[src/rtl/alu_pkg.sv]
`default_nettype none
// ============================================================================
//  Module      : alu_pkg
//  Description : Shared types and constants for the nibble-serial ALU
//                sequencer: FSM state encoding, nibble width and the
//                74181 S-codes used by the control side.
//  Ports       : none (package)
//  Revision    : 1.0  initial release
// ============================================================================
package alu_pkg;

  typedef enum logic [1:0] {
    ST_IDLE = 2'd0,
    ST_RUN  = 2'd1,
    ST_DONE = 2'd2
  } seq_state_t;

  localparam int NIB_W = 4;

  // 74181 S-codes. SEL_SUB is used with M=0, SEL_XOR with M=1; the
  // encodings coincide because the 74181 shares one S-code between them.
  localparam logic [3:0] SEL_ADD = 4'b1001;
  localparam logic [3:0] SEL_SUB = 4'b0110;
  localparam logic [3:0] SEL_XOR = 4'b0110;

endpackage : alu_pkg
`default_nettype wire

[src/rtl/alu_nibble_sequencer_if.sv]
`default_nettype none
// ============================================================================
//  Module      : alu_nibble_sequencer_if / alu_slice_if
//  Description : Bus bundles around the nibble sequencer.
//                alu_nibble_sequencer_if : request/response handshake between
//                  the control FSM (master) and the sequencer (slave).
//                alu_slice_if : nibble bus between the sequencer (master)
//                  and one 4-bit 74181 slice (slave).
//  Ports       : signal names keep the sequencer's point of view (_i = into
//                the sequencer, _o = out of the sequencer).
//  Revision    : 1.0  initial release
// ============================================================================
interface alu_nibble_sequencer_if #(
  parameter int WIDTH = 16
);
  logic             req_valid_i;
  logic             req_ready_o;
  logic [WIDTH-1:0] req_a_i;
  logic [WIDTH-1:0] req_b_i;
  logic [3:0]       req_sel_i;
  logic             req_mode_i;
  logic             req_carry_i;
  logic             rsp_valid_o;
  logic             rsp_ready_i;
  logic [WIDTH-1:0] rsp_f_o;
  logic             rsp_carry_o;
  logic             rsp_eq_o;

  modport master (
    output req_valid_i, req_a_i, req_b_i, req_sel_i, req_mode_i, req_carry_i,
    output rsp_ready_i,
    input  req_ready_o, rsp_valid_o, rsp_f_o, rsp_carry_o, rsp_eq_o
  );

  modport slave (
    input  req_valid_i, req_a_i, req_b_i, req_sel_i, req_mode_i, req_carry_i,
    input  rsp_ready_i,
    output req_ready_o, rsp_valid_o, rsp_f_o, rsp_carry_o, rsp_eq_o
  );
endinterface : alu_nibble_sequencer_if

interface alu_slice_if;
  logic [3:0] slice_a_o;
  logic [3:0] slice_b_o;
  logic [3:0] slice_sel_o;
  logic       slice_mode_o;
  logic       slice_carry_o;
  logic [3:0] slice_f_i;
  logic       slice_carry_i;
  logic       slice_eq_i;

  modport master (
    output slice_a_o, slice_b_o, slice_sel_o, slice_mode_o, slice_carry_o,
    input  slice_f_i, slice_carry_i, slice_eq_i
  );

  modport slave (
    input  slice_a_o, slice_b_o, slice_sel_o, slice_mode_o, slice_carry_o,
    output slice_f_i, slice_carry_i, slice_eq_i
  );
endinterface : alu_slice_if
`default_nettype wire

[src/rtl/alu_nibble_sequencer.sv]
`default_nettype none
// ============================================================================
//  Module      : alu_nibble_sequencer
//  Description : Runs WIDTH-bit operations on one external 4-bit 74181
//                slice, one nibble per cycle LSB first, rippling the carry
//                through a register. Result returned via valid/ready.
//  Ports       : clk_i      clock, rising edge
//                rst_i      synchronous active-high reset
//                req_bus    request/response handshake (slave side)
//                           req_valid/ready, req_a/b, req_sel, req_mode,
//                           req_carry, rsp_valid/ready, rsp_f, rsp_carry,
//                           rsp_eq
//                slice_bus  nibble bus to the slice (master side)
//  Revision    : 1.0  initial release
// ============================================================================
module alu_nibble_sequencer
  import alu_pkg::*;
#(
  parameter int WIDTH = 16
) (
  input  logic                    clk_i,
  input  logic                    rst_i,
  alu_nibble_sequencer_if.slave   req_bus,
  alu_slice_if.master             slice_bus
);

  localparam int NIB   = WIDTH / NIB_W;
  localparam int CNT_W = (NIB > 1) ? $clog2(NIB) : 1;

  if ((WIDTH % NIB_W) != 0 || WIDTH < 8) begin : g_bad_width
    $error("alu_nibble_sequencer: WIDTH must be a multiple of 4 and >= 8");
  end

  seq_state_t       r_state;
  logic [CNT_W-1:0] r_nib_cnt;
  logic [WIDTH-1:0] r_a;
  logic [WIDTH-1:0] r_b;
  logic [3:0]       r_sel;
  logic             r_mode;
  logic             r_carry;
  logic             r_eq;
  logic [WIDTH-1:0] r_result;

  logic [CNT_W+1:0] w_base;
  logic             w_last;
  logic             w_run;

  // Bit offset of the current nibble (nib_cnt * 4).
  assign w_base = {r_nib_cnt, 2'b00};
  assign w_last = (r_nib_cnt == CNT_W'(NIB - 1));
  assign w_run  = (r_state == ST_RUN);

  always_ff @(posedge clk_i) begin
    if (rst_i) begin
      r_state   <= ST_IDLE;
      r_nib_cnt <= '0;
      r_a       <= '0;
      r_b       <= '0;
      r_sel     <= '0;
      r_mode    <= 1'b0;
      r_carry   <= 1'b0;
      r_eq      <= 1'b0;
      r_result  <= '0;
    end else begin
      unique case (r_state)
        ST_IDLE: begin
          if (req_bus.req_valid_i) begin
            r_a       <= req_bus.req_a_i;
            r_b       <= req_bus.req_b_i;
            r_sel     <= req_bus.req_sel_i;
            r_mode    <= req_bus.req_mode_i;
            r_carry   <= req_bus.req_carry_i;
            r_nib_cnt <= '0;
            r_eq      <= 1'b1;
            r_state   <= ST_RUN;
          end
        end
        ST_RUN: begin
          r_result[w_base +: NIB_W] <= slice_bus.slice_f_i;
          r_eq                      <= r_eq & slice_bus.slice_eq_i;
          // Logic mode keeps the request carry in the register so every
          // nibble sees the same carry input.
          if (!r_mode) begin
            r_carry <= slice_bus.slice_carry_i;
          end
          if (w_last) begin
            r_state <= ST_DONE;
          end else begin
            r_nib_cnt <= r_nib_cnt + CNT_W'(1);
          end
        end
        ST_DONE: begin
          if (req_bus.rsp_ready_i) begin
            r_state <= ST_IDLE;
          end
        end
        default: r_state <= ST_IDLE;
      endcase
    end
  end

  assign req_bus.req_ready_o = (r_state == ST_IDLE);
  assign req_bus.rsp_valid_o = (r_state == ST_DONE);
  assign req_bus.rsp_f_o     = r_result;
  assign req_bus.rsp_carry_o = r_carry & ~r_mode;
  assign req_bus.rsp_eq_o    = r_eq;

  assign slice_bus.slice_a_o     = w_run ? r_a[w_base +: NIB_W] : 4'h0;
  assign slice_bus.slice_b_o     = w_run ? r_b[w_base +: NIB_W] : 4'h0;
  assign slice_bus.slice_sel_o   = w_run ? r_sel : 4'h0;
  assign slice_bus.slice_mode_o  = w_run & r_mode;
  assign slice_bus.slice_carry_o = w_run & r_carry;

endmodule : alu_nibble_sequencer
`default_nettype wire

[src/flat_wrapper.sv]
// flat-port wrapper written by rule: the top's interface ports become plain ports
module alu_nibble_sequencer_flat import alu_pkg::*;
#(
  parameter int WIDTH = 16
)
  (clk_i, rst_i, req_bus_req_valid_i, req_bus_req_a_i, req_bus_req_b_i, req_bus_req_sel_i, req_bus_req_mode_i, req_bus_req_carry_i, req_bus_rsp_ready_i, req_bus_req_ready_o, req_bus_rsp_valid_o, req_bus_rsp_f_o, req_bus_rsp_carry_o, req_bus_rsp_eq_o, slice_bus_slice_a_o, slice_bus_slice_b_o, slice_bus_slice_sel_o, slice_bus_slice_mode_o, slice_bus_slice_carry_o, slice_bus_slice_f_i, slice_bus_slice_carry_i, slice_bus_slice_eq_i);
  alu_nibble_sequencer_if #(.WIDTH(WIDTH)) req_bus_i ();
  alu_slice_if slice_bus_i ();
  input  logic clk_i;
  input  logic rst_i;
  input wire logic [$bits(req_bus_i.req_valid_i)-1:0] req_bus_req_valid_i;
  input wire logic [$bits(req_bus_i.req_a_i)-1:0] req_bus_req_a_i;
  input wire logic [$bits(req_bus_i.req_b_i)-1:0] req_bus_req_b_i;
  input wire logic [$bits(req_bus_i.req_sel_i)-1:0] req_bus_req_sel_i;
  input wire logic [$bits(req_bus_i.req_mode_i)-1:0] req_bus_req_mode_i;
  input wire logic [$bits(req_bus_i.req_carry_i)-1:0] req_bus_req_carry_i;
  input wire logic [$bits(req_bus_i.rsp_ready_i)-1:0] req_bus_rsp_ready_i;
  output wire logic [$bits(req_bus_i.req_ready_o)-1:0] req_bus_req_ready_o;
  output wire logic [$bits(req_bus_i.rsp_valid_o)-1:0] req_bus_rsp_valid_o;
  output wire logic [$bits(req_bus_i.rsp_f_o)-1:0] req_bus_rsp_f_o;
  output wire logic [$bits(req_bus_i.rsp_carry_o)-1:0] req_bus_rsp_carry_o;
  output wire logic [$bits(req_bus_i.rsp_eq_o)-1:0] req_bus_rsp_eq_o;
  output wire logic [$bits(slice_bus_i.slice_a_o)-1:0] slice_bus_slice_a_o;
  output wire logic [$bits(slice_bus_i.slice_b_o)-1:0] slice_bus_slice_b_o;
  output wire logic [$bits(slice_bus_i.slice_sel_o)-1:0] slice_bus_slice_sel_o;
  output wire logic [$bits(slice_bus_i.slice_mode_o)-1:0] slice_bus_slice_mode_o;
  output wire logic [$bits(slice_bus_i.slice_carry_o)-1:0] slice_bus_slice_carry_o;
  input wire logic [$bits(slice_bus_i.slice_f_i)-1:0] slice_bus_slice_f_i;
  input wire logic [$bits(slice_bus_i.slice_carry_i)-1:0] slice_bus_slice_carry_i;
  input wire logic [$bits(slice_bus_i.slice_eq_i)-1:0] slice_bus_slice_eq_i;
  assign req_bus_i.req_valid_i = req_bus_req_valid_i;
  assign req_bus_i.req_a_i = req_bus_req_a_i;
  assign req_bus_i.req_b_i = req_bus_req_b_i;
  assign req_bus_i.req_sel_i = req_bus_req_sel_i;
  assign req_bus_i.req_mode_i = req_bus_req_mode_i;
  assign req_bus_i.req_carry_i = req_bus_req_carry_i;
  assign req_bus_i.rsp_ready_i = req_bus_rsp_ready_i;
  assign req_bus_req_ready_o = req_bus_i.req_ready_o;
  assign req_bus_rsp_valid_o = req_bus_i.rsp_valid_o;
  assign req_bus_rsp_f_o = req_bus_i.rsp_f_o;
  assign req_bus_rsp_carry_o = req_bus_i.rsp_carry_o;
  assign req_bus_rsp_eq_o = req_bus_i.rsp_eq_o;
  assign slice_bus_slice_a_o = slice_bus_i.slice_a_o;
  assign slice_bus_slice_b_o = slice_bus_i.slice_b_o;
  assign slice_bus_slice_sel_o = slice_bus_i.slice_sel_o;
  assign slice_bus_slice_mode_o = slice_bus_i.slice_mode_o;
  assign slice_bus_slice_carry_o = slice_bus_i.slice_carry_o;
  assign slice_bus_i.slice_f_i = slice_bus_slice_f_i;
  assign slice_bus_i.slice_carry_i = slice_bus_slice_carry_i;
  assign slice_bus_i.slice_eq_i = slice_bus_slice_eq_i;
  alu_nibble_sequencer #(.WIDTH(WIDTH)) u_core (.clk_i(clk_i), .rst_i(rst_i), .req_bus(req_bus_i), .slice_bus(slice_bus_i));
endmodule
[config.mk]
export PLATFORM = sky130hd
export DESIGN_NAME = alu_nibble_sequencer_flat
export DESIGN_NICKNAME = d
export VERILOG_FILES = /design/src/rtl/alu_pkg.sv /design/src/rtl/alu_nibble_sequencer_if.sv /design/src/rtl/alu_nibble_sequencer.sv /design/src/flat_wrapper.sv
export SDC_FILE = /design/constraint.sdc
export NUM_CORES = 1
export LEC_CHECK = 0
export ABC_AREA = 1
export CAP_MARGIN = 20
export CELL_PAD_IN_SITES_DETAIL_PLACEMENT = 0
export CELL_PAD_IN_SITES_GLOBAL_PLACEMENT = 1
export CORE_MARGIN = 2
export CORE_UTILIZATION = 35
export DETAILED_ROUTE_END_ITERATION = 12
export PLACE_DENSITY_LB_ADDON = 0.05
export SLEW_MARGIN = 30
export SYNTH_ARGS = -nofsm -noshare
export SYNTH_HDL_FRONTEND = slang
export SYNTH_SLANG_ARGS = --single-unit
[constraint.sdc]
create_clock -name clk_i -period 3.9 [get_ports clk_i]
set_input_delay 0.585 -clock clk_i [delete_from_list [all_inputs] [get_ports clk_i]]
set_output_delay 0.585 -clock clk_i [all_outputs]
set_load 0.05 [all_outputs]
==> impl_metrics.csv, run 1 <==
group,metric,value,unit
outcome,status,"finished clean",
global_routing,grt_max_degree,49,
timing,clock_skew,0.00775,ns
power,power_leakage,1.43,nW
timing,finalHoldViolCount,0,
logic_synthesis,synth_cells,376,
logic_synthesis,synthArstFlopShare,0,
logic_synthesis,synth_top_area_cell,"dfxtp_1",
power,vdd_ir_drop_max,0.000210,V
placement,place.port_buffers,81,
worst_setup_path,cp_max_fo,26,
logic_synthesis,yosysWarnings,0,
logic_synthesis,synth_cell_types,23,
clocking,clockBufferDepth,2,
drt,num_vias,2541,
placement,dp_hpwl,4480,µm
drt,first_pass_iters,4,
global_routing,grt_pass1_wl,11100,µm
cells_and_area,fin_area,0.00371,mm²
drt,drc,0,
global_routing,grt_pass1_vias,2389,
floorplanning,pin_count,82,
worst_setup_path,cp_slowest_cell,"dfxtp_1",
min_path,hp-class,"register to register",
floorplanning,fp.dieH,91.5,µm
global_routing,grt_antenna_before_repair,0,
worst_setup_path,crit_path_end_kind,"primary output",
timing,tightest_slew,0.723,ns
clocking,numCtsBuffers,9,
floorplanning,start_util,0.365,
logic_synthesis,synth_ff_type,"dfxtp_1",
cells_and_area,drive_gt1_frac,0.0773,
clocking,clkSinkCount,59,
power,p_sw_frac,0.276,
cells_and_area,nets,502,
floorplanning,die-area,0.00837,mm²
timing,period_needed,3.17,ns
clocking,postCtsResizedCells,0,
timing,slew_headroom,0.517,
global_routing,track_usage,0.167,
logic_synthesis,yosysSeqAreaShare,0.441,
logic_synthesis,netlist_area,0.00268,mm²
placement,globalplace.congestion,0.717,
drt,avgViaCountPerCell,4.60,
clocking,holdBufCountCts,0,
power,p_int,1.21,mW
logic_synthesis,synthTopCellsByCount,"nor2_1, dfxtp_1, nand2_1, o21ai_0, a21oi_1",
logic_synthesis,ys_ff_latch,59,
worst_setup_path,crit_buf_inv,2,
floorplanning,fp-row-count,31,
floorplanning,die_x,91.5,µm
worst_setup_path,path_delay_family,"buffers and inverters",
drt,wl_per_cell,12.0,µm
worst_setup_path,r2r_start,"u_core.r_nib_cnt[0]$_SDFFE_PP0P_",
cells_and_area,final_util,0.507,
drt,ant_nets,0,
placement,place_area,0.00347,mm²
timing,period_share,0.814,
worst_setup_path,critPathRequiredTime,3.31,ns
worst_setup_path,critPathMaxStageDelay,0.79,ns
power,p_total,1.67,mW
clocking,post_cts_buffers,0,
logic_synthesis,syn-mean-instance-area,7.12,µm²
cells_and_area,diodes,0,
power,p_seq_frac,0.404,
min_path,min_from,"u_core.r_sel[2]$_SDFFE_PP0P_",
worst_setup_path,startpoint_type,"register",
clocking,cts_tree,"done",
timing,fmax,315,MHz
clocking,insertion_delay,0.34,ns
power,pwr-share-clk,0.407,
floorplanning,core-area,0.00733,mm²
timing,setup-tns-final,0,ns
worst_setup_path,crit_arrival,2.59,ns
clocking,cts_root_buffer,"clkbuf_8",
worst_setup_path,setup.worst_path.start,"u_core.r_nib_cnt[0]$_SDFFE_PP0P_",
clocking,clkTransAtPathRegs,0.06,ns
timing,slew_violations,0,
power,power_frac_comb,0.189,
global_routing,grt_overflow,0,
logic_synthesis,yosysMostFrequentCell,"nor2_1",
logic_synthesis,synth_nets,430,
power,powerDensity,450,mW/mm²
timing,setup_viol_count_final,0,
power,power_switching,0.462,mW
worst_setup_path,critPathKind,"register to primary output",
drt,routed_wirelength,6600,µm
clocking,ctsHtreeMaxLevel,3,
drt,drt_iter0_drc,98,
logic_synthesis,synth_edf_count,0,
worst_setup_path,crit_chain,"inv_2 > o21ai_0 > a21oi_1 > clkdlybuf4s50_1",
timing,rsz0062_at_grt,"no",
logic_synthesis,yosys-top-cells-area,"dfxtp_1, nor2_1, nand2_1",
job,drv_cap,0,
logic_synthesis,synth_top_area_frac,0.441,
cells_and_area,area_growth,38.7,%
## cell type report
type	count	area (µm²)
Timing Repair Buffer	83	826
Clock buffer	11	141
Fill cell	754	3620
Multi-Input combinational cell	275	1270
Tap cell	99	124
Inverter	20	75.1
Clock inverter	5	100
Sequential cell	59	1180
## metal layers
layer  track usage  wire length [µm]  up-vias
met5             0                 0        -
met1         0.221              3360     1125
met3        0.0390               298       12
met2         0.254              2810       60
li1              -                 -     1344
met4        0.0795               132        0
## kinds of logic (layout without fill, tap and decap cells)
group | count (synthesis) | in the layout | share of synthesized area
AO/OA/AOI/OAI | 86 | 86 | 0.169
adder cells (fa/ha/maj) | 6 | 6 | 0.0280
flip-flops | 59 | 59 | 0.441
buffers and inverters | 42 | 119 | 0.0860
AND/OR/NAND/NOR | 183 | 183 | 0.276
## sequential cells by signal, indices dropped and copies added, names as in the netlist
| signal | flops |
|---|---|
| u_core.r_a | 16 |
| u_core.r_b | 16 |
| u_core.r_carry | 1 |
| u_core.r_mode | 1 |
| u_core.r_nib_cnt | 2 |
| u_core.r_sel | 4 |
| u_core.r_state | 2 |
| u_core.req_bus.rsp_eq_o | 1 |
| u_core.req_bus.rsp_f_o | 16 |
## power by group through the flow
stage	clock network, mW	registers [mW]	logic [mW]
6_report	0.681	0.676	0.316
5_1_grt	0.723	0.681	0.355
3_3_place_gp	0	0.689	0.317
2_1_floorplan	0	0.683	0.224
3_5_place_dp	0	0.689	0.319
4_1_cts	0.698	0.676	0.321
## placed cells by master, fill, tap and decap left out
cell type        Yosys  final
buf_4                1      2
nand2_1             44     44
nand2_4              1      1
a21oi_2              2      2
nand3_1              9      9
nand2_2              1      1
clkinv_2             0      2
dfxtp_1             59     59
bufinv_16            0      3
nor2_1             120    120
inv_2                4      4
a21oi_1             30     30
o21ai_2              4      4
o21ai_0             31     31
ha_1                 6      6
clkbuf_1             6      1
clkdlybuf4s50_1      0     81
o21ai_1             19     19
nor2_4               1      1
inv_1               16     16
clkbuf_8             0     10
nor2_2               3      3
nor3_2               2      2
nor3_1               2      2
## path summary, 6_finish.rpt
| check | to | slack (ns) | depth (start not counted) |
|---|---|---|---|
| setup / recovery | slice_bus_slice_a_o[1] | 0.73 | 4 |
| hold / removal | u_core.r_sel[2]$_SDFFE_PP0P_ | 0.45 | 2 |
| setup reg to reg | u_core.req_bus.rsp_f_o[1]$_SDFFE_PP0P_ | 1.62 | 7 |
| hold reg to reg | u_core.r_sel[2]$_SDFFE_PP0P_ | 0.45 | 2 |
## stage by stage
stage,setup slack (ns),hold slack (ns),instances
6_report,0.726,0.451,552
5_1_grt,0.474,0.474,552
4_1_cts,0.704,0.458,552
3_5_place_dp,1.07,0.448,536
3_3_place_gp,1.14,0.441,536
2_1_floorplan,1.63,0.430,376
## worst register-to-register path, delay by kind of cell (launching register included)
kind            cells  cell delay [ns]
compound gates      1             0.13
simple gates        3             0.40
flops               1             0.79
buf+inv             2             0.48
fa+ha+maj           1             0.43
Power figures use the tool's default switching activity.
==> run 2: changes to the inputs <==
Settings changed: CORE_UTILIZATION 35 to 32.
Clock period 3.9 ns to 3 ns, I/O delays scaled along.
==> run 2 against run 1 <==
Against the previous run: largest power group is now sequential cells; first-iteration DRC count decreased by 35%; cell area is 0.47% lower; setup slack worse by 0.46 ns; register-to-register slack got worse by 0.34 ns; clock skew fell by 0.0037 ns; clock-buffer cell count increased by 2.
==> impl_metrics.csv, run 2 (synthesis gave the netlist of run 1 again) <==
group,metric,value,unit
worst_setup_path,reg2reg_to,"u_core.req_bus.rsp_f_o[2]$_SDFFE_PP0P_",
drt,drt_iter0_drc,64,
clocking,numCtsBuffers,9,
worst_setup_path,r2r_start,"u_core.r_nib_cnt[1]$_SDFFE_PP0P_",
power,power_switching,0.598,mW
timing,fmax,366,MHz
global_routing,track_usage,0.160,
global_routing,grt_max_degree,48,
drt,routed_wirelength,6900,µm
worst_setup_path,r2r_slack,1.28,ns
timing,slew_headroom,0.569,
min_path,hp-class,"register to register",
worst_setup_path,r2r_cells,7,
placement,placed_cells,547,
floorplanning,die-area,0.00912,mm²
power,p_sw_frac,0.304,
clocking,ctsHtreeMaxLevel,3,
cells_and_area,final_util,0.452,
drt,first_pass_iters,4,
floorplanning,die_x,95.5,µm
global_routing,busiest_layer,"met2",
power,power_leakage,1.43,nW
power,p_total,1.97,mW
cells_and_area,final_common_cell,"nor2_1",
floorplanning,fp-row-count,33,
clocking,postCtsResizedCells,0,
floorplanning,pin_count,82,
cells_and_area,final_cell_mix,"nor2_1, clkdlybuf4s50_1, dfxtp_1",
worst_setup_path,critPathMaxStageDelay,0.84,ns
placement,dp_hpwl,4830,µm
placement,place.port_buffers,81,
placement,globalplace.congestion,0.739,
floorplanning,start_util,0.328,
timing,setup-tns-final,0,ns
timing,period_needed,2.73,ns
power,power_frac_comb,0.221,
worst_setup_path,crit_arrival,2.28,ns
global_routing,use_met3,0.0514,
drt,ant_nets,0,
floorplanning,fp.dieH,95.5,µm
clocking,clockBufferDepth,2,
timing,finalHoldViolCount,0,
cells_and_area,diodes,0,
power,powerDensity,532,mW/mm²
timing,slew_violations,0,
clocking,cts_tree,"done",
global_routing,grt_use_met2,0.255,
cells_and_area,drive_gt1_frac,0.0875,
timing,rsz0062_at_grt,"no",
worst_setup_path,startpoint_type,"register",
worst_setup_path,setup.worst_path.start,"u_core.r_nib_cnt[1]$_SDFFE_PP0P_",
job,drv_cap,0,
timing,tightest_slew,0.646,ns
drt,num_vias,2531,
clocking,clkTransAtPathRegs,0.06,ns
worst_setup_path,critPathRequiredTime,2.55,ns
worst_setup_path,worstSetupEndpoint,"slice_bus_slice_b_o[1]",
clocking,clkSinkCount,59,
power,pwr-share-clk,0.337,
global_routing,grt_pass1_wl,11200,µm
worst_setup_path,crit_buf_inv,2,
timing,clock_skew,0.00405,ns
power,vdd_ir_drop_max,0.000244,V
worst_setup_path,critical_path_depth,5,
global_routing,grt_pass1_vias,2403,
worst_setup_path,cp_max_fo,12,
floorplanning,core-area,0.00818,mm²
clocking,cts_root_buffer,"clkbuf_8",
worst_setup_path,cp_slowest_cell,"clkdlybuf4s50_1",
clocking,holdBufCountCts,0,
timing,period_share,0.911,
clocking,insertion_delay,0.34,ns
cells_and_area,fin_cells,562,
cells_and_area,area_growth,38.0,%
global_routing,grt_util_met1,0.201,
drt,drc,0,
timing,setup_viol_count_final,0,
worst_setup_path,crit_chain,"inv_2 > nor2_1 > o21ai_0 > a21oi_1 > clkdlybuf4s50_1",
outcome,status,"finished clean",
global_routing,grt_overflow,0,
power,p_seq_frac,0.441,
power,p_int,1.37,mW
global_routing,grt_antenna_before_repair,0,
clocking,post_cts_buffers,0,
drt,wl_per_cell,12.3,µm
worst_setup_path,crit_path_end_kind,"primary output",
worst_setup_path,critPathKind,"register to primary output",
cells_and_area,nets,507,
drt,avgViaCountPerCell,4.50,
worst_setup_path,path_delay_family,"buffers and inverters",
run 2: cell types whose count changed in the layout (fill, tap and decap cells not counted), sizes merged:
cell    previous run  this run
buf                2         7
bufinv             3         0
clkbuf            11        13
run 2: how the worst min path moves through the flow:
stage                     cells past startpoint                                   start  slack [ns]                                     end
after global placement                        2            u_core.r_sel[3]$_SDFFE_PP0P_        0.44            u_core.r_sel[3]$_SDFFE_PP0P_
after CTS                                     2            u_core.r_sel[1]$_SDFFE_PP0P_        0.46            u_core.r_sel[1]$_SDFFE_PP0P_
after detailed placement                      2            u_core.r_sel[1]$_SDFFE_PP0P_        0.45            u_core.r_sel[1]$_SDFFE_PP0P_
after floorplan                               2            u_core.r_sel[0]$_SDFFE_PP0P_        0.43            u_core.r_sel[0]$_SDFFE_PP0P_
final                                         2            u_core.r_sel[3]$_SDFFE_PP0P_        0.45            u_core.r_sel[3]$_SDFFE_PP0P_
after global routing                          2  u_core.req_bus.rsp_f_o[4]$_SDFFE_PP0P_        0.48  u_core.req_bus.rsp_f_o[4]$_SDFFE_PP0P_
run 2: metal layers:
layer	routed length, µm	share of wire
met3	341	0.049
met4	110	0.016
met5	0	0
met2	3130	0.45
met1	3330	0.48
run 2: layout make-up:
| class | instances | area, µm² |
|---|---|---|
| flip-flops and latches | 59 | 1180 |
| multi-input cells | 275 | 1270 |
| fillers | 896 | 4480 |
| clock buffers | 13 | 169 |
| repair buffers | 88 | 863 |
| clock inverters | 2 | 10.0 |
| well taps | 105 | 131 |
| inverters | 20 | 75.1 |
run 2: stage by stage:
| stage | hold slack, ns | setup WS, ns | instance area (µm²) |
|---|---|---|---|
| after CTS | 0.458 | 0.225 | 3700 |
| after global placement | 0.440 | 0.654 | 3520 |
| after global routing | 0.479 | 0.138 | 3700 |
| after floorplan | 0.430 | 0.865 | 2680 |
| after detailed placement | 0.449 | 0.616 | 3520 |
| final | 0.455 | 0.267 | 3700 |
run 2: worst min-delay path, stage by stage (launching register included):
cell and delay [ns]:
dfxtp_1 0.30, inv_1 0.06, a21oi_1 0.05
run 2: power by group through the flow:
| stage | Sequential [mW] | Clock, mW | Combinational [mW] |
|---|---|---|---|
| final | 0.868 | 0.664 | 0.435 |
| after global routing | 0.875 | 0.716 | 0.488 |
| after CTS | 0.869 | 0.681 | 0.444 |
| after detailed placement | 0.886 | 0 | 0.443 |
| after global placement | 0.885 | 0 | 0.440 |
| after floorplan | 0.888 | 0 | 0.291 |
==> run 3: changes to the inputs <==
==> constraint.sdc (replaced) <==
create_clock -name clk_i -period 3 [get_ports clk_i]
set_input_delay 0.6 -clock clk_i [delete_from_list [all_inputs] [get_ports clk_i]]
set_output_delay 0.6 -clock clk_i [all_outputs]
set_load 0.05 [all_outputs]
==> run 3 against run 2 <==
Against the previous run: core utilization decreased by 0.66 points; first-iteration DRC count increased by 38%; non-clock buffer count shrank 3; critical endpoint is now slice_bus_slice_sel_o[1]; sequential power rose by 0.7%; clock skew is 0.0036 ns higher; critical path depth decreased by 2; highest routed layer unchanged; via count increased by 0.16%; routed wire length shrank 2.8%; global-route usage decreased by 0.37 points; cell area decreased by 1.5%; clock-buffer cell count down 3; clock power down 6.5%.
==> impl_metrics.csv, run 3 (synthesis gave the netlist of run 1 again) <==
group,metric,value,unit
global_routing,grt_max_degree,49,
drt,drc,0,
worst_setup_path,crit_chain,"nand2_2 > nor2_1 > clkdlybuf4s50_1",
clocking,cts_root_buffer,"clkbuf_8",
worst_setup_path,r2r_start,"u_core.r_nib_cnt[0]$_SDFFE_PP0P_",
global_routing,grt_antenna_before_repair,0,
placement,globalplace.congestion,0.723,
global_routing,grt_overflow,0,
global_routing,grt_pass1_vias,2275,
outcome,status,"finished clean",
floorplanning,die-area,0.00912,mm²
drt,routed_wirelength,6710,µm
timing,period_share,0.853,
drt,ant_nets,0,
drt,num_vias,2535,
cells_and_area,nets,504,
cells_and_area,area_growth,36.0,%
worst_setup_path,critPathKind,"register to primary output",
floorplanning,pin_count,82,
clocking,numCtsBuffers,9,
floorplanning,core-area,0.00818,mm²
timing,setup-tns-final,0,ns
cells_and_area,final_common_cell,"nor2_1",
global_routing,grt_pass1_wl,10900,µm
clocking,clkSinkCount,59,
floorplanning,start_util,0.328,
cells_and_area,diodes,0,
power,power_leakage,1.42,nW
drt,wl_per_cell,12.0,µm
job,drv_cap,0,
worst_setup_path,critPathRequiredTime,2.40,ns
clocking,insertion_delay,0.33,ns
power,vdd_ir_drop_max,0.000332,V
min_path,hp-class,"register to register",
clocking,clockBufferDepth,2,
cells_and_area,final_util,0.446,
worst_setup_path,path_delay_family,"buffers and inverters",
timing,setup_viol_count_final,0,
worst_setup_path,crit_path_end_kind,"primary output",
global_routing,track_usage,0.156,
worst_setup_path,crit_arrival,1.96,ns
min_path,min_from,"u_core.r_sel[0]$_SDFFE_PP0P_",
drt,avgViaCountPerCell,4.53,
timing,tightest_slew,0.649,ns
timing,slew_violations,0,
floorplanning,die_x,95.5,µm
timing,period_needed,2.56,ns
floorplanning,fp-row-count,33,
clocking,clkTransAtPathRegs,0.07,ns
timing,clock_skew,0.00765,ns
clocking,postCtsResizedCells,0,
timing,fmax,391,MHz
clocking,post_cts_buffers,0,
clocking,ctsHtreeMaxLevel,3,
floorplanning,fp.dieH,95.5,µm
placement,placed_cells,544,
cells_and_area,final_cell_mix,"nor2_1, clkdlybuf4s50_1, dfxtp_1",
clocking,holdBufCountCts,0,
drt,drt_iter0_drc,88,
timing,finalHoldViolCount,0,
worst_setup_path,critPathMaxStageDelay,0.80,ns
worst_setup_path,crit_buf_inv,1,
placement,place.port_buffers,81,
cells_and_area,fin_cells,559,
timing,whs,0.458,ns
drt,first_pass_iters,4,
cells_and_area,drive_gt1_frac,0.101,
worst_setup_path,setup.worst_path.start,"u_core.r_state[0]$_SDFFE_PP0P_",
power,powerDensity,526,mW/mm²
placement,dp_hpwl,4640,µm
worst_setup_path,startpoint_type,"register",
power,p_total,1.91,mW
timing,rsz0062_at_grt,"no",
timing,slew_headroom,0.567,
worst_setup_path,cp_max_fo,8,
worst_setup_path,cp_slowest_cell,"clkdlybuf4s50_1",
clocking,cts_tree,"done",
==> run 3: cell count changes in the layout (fill, tap and decap cells not counted), sizes merged <==
cell | before | now
clkinvlp | 0 | 2
clkbuf | 13 | 10
buf | 7 | 12
clkdlybuf4s50 | 81 | 73
clkinv | 2 | 3
==> run 3: worst register-to-register path: stages (launching register included) <==
cell,delay (ns)
dfxtp_1,0.64
inv_2,0.33
ha_1,0.42
inv_1,0.11
nand3_1,0.09
nor2_1,0.21
nand2_1,0.08
a21oi_1,0.13
==> run 3: path summary, 6_finish.rpt <==
check,slack (ns),endpoint,cells past startpoint
max,0.44,slice_bus_slice_sel_o[1],3
min,0.46,u_core.r_sel[0]$_SDFFE_PP0P_,2
max reg2reg,0.92,u_core.req_bus.rsp_f_o[2]$_SDFFE_PP0P_,7
min reg2reg,0.46,u_core.r_sel[0]$_SDFFE_PP0P_,2
==> run 3: per-stage QoR <==
step / setup slack, ns / cell area [µm²]
detailed placement: 0.771 / 3470
finish: 0.442 / 3640
global placement: 0.666 / 3470
global route: 0.272 / 3640
CTS: 0.392 / 3640
floorplan: 0.715 / 2680
==> run 3: area by class of cell <==
class / count / area [µm²]
Sequential cell: 59 / 1180
Tap cell: 105 / 131
Timing Repair Buffer: 85 / 821
Clock buffer: 10 / 138
Multi-Input combinational cell: 275 / 1270
Inverter: 20 / 75.1
Fill cell: 887 / 4530
Clock inverter: 5 / 30.0
==> run 3: power breakdown <==
part | switching [mW] | internal, mW | total (mW)
Sequential | 0.0373 | 0.837 | 0.874
Clock | 0.309 | 0.312 | 0.621
Combinational | 0.255 | 0.165 | 0.419
==> run 3: metal layers <==
metal | wire length (µm) | track usage | vias up
li1 | - | - | 1339
met1 | 3110 | 0.187 | 1134
met2 | 3160 | 0.265 | 57
met3 | 370 | 0.0561 | 5
met4 | 72 | 0.0429 | 0
met5 | 0 | 0 | -
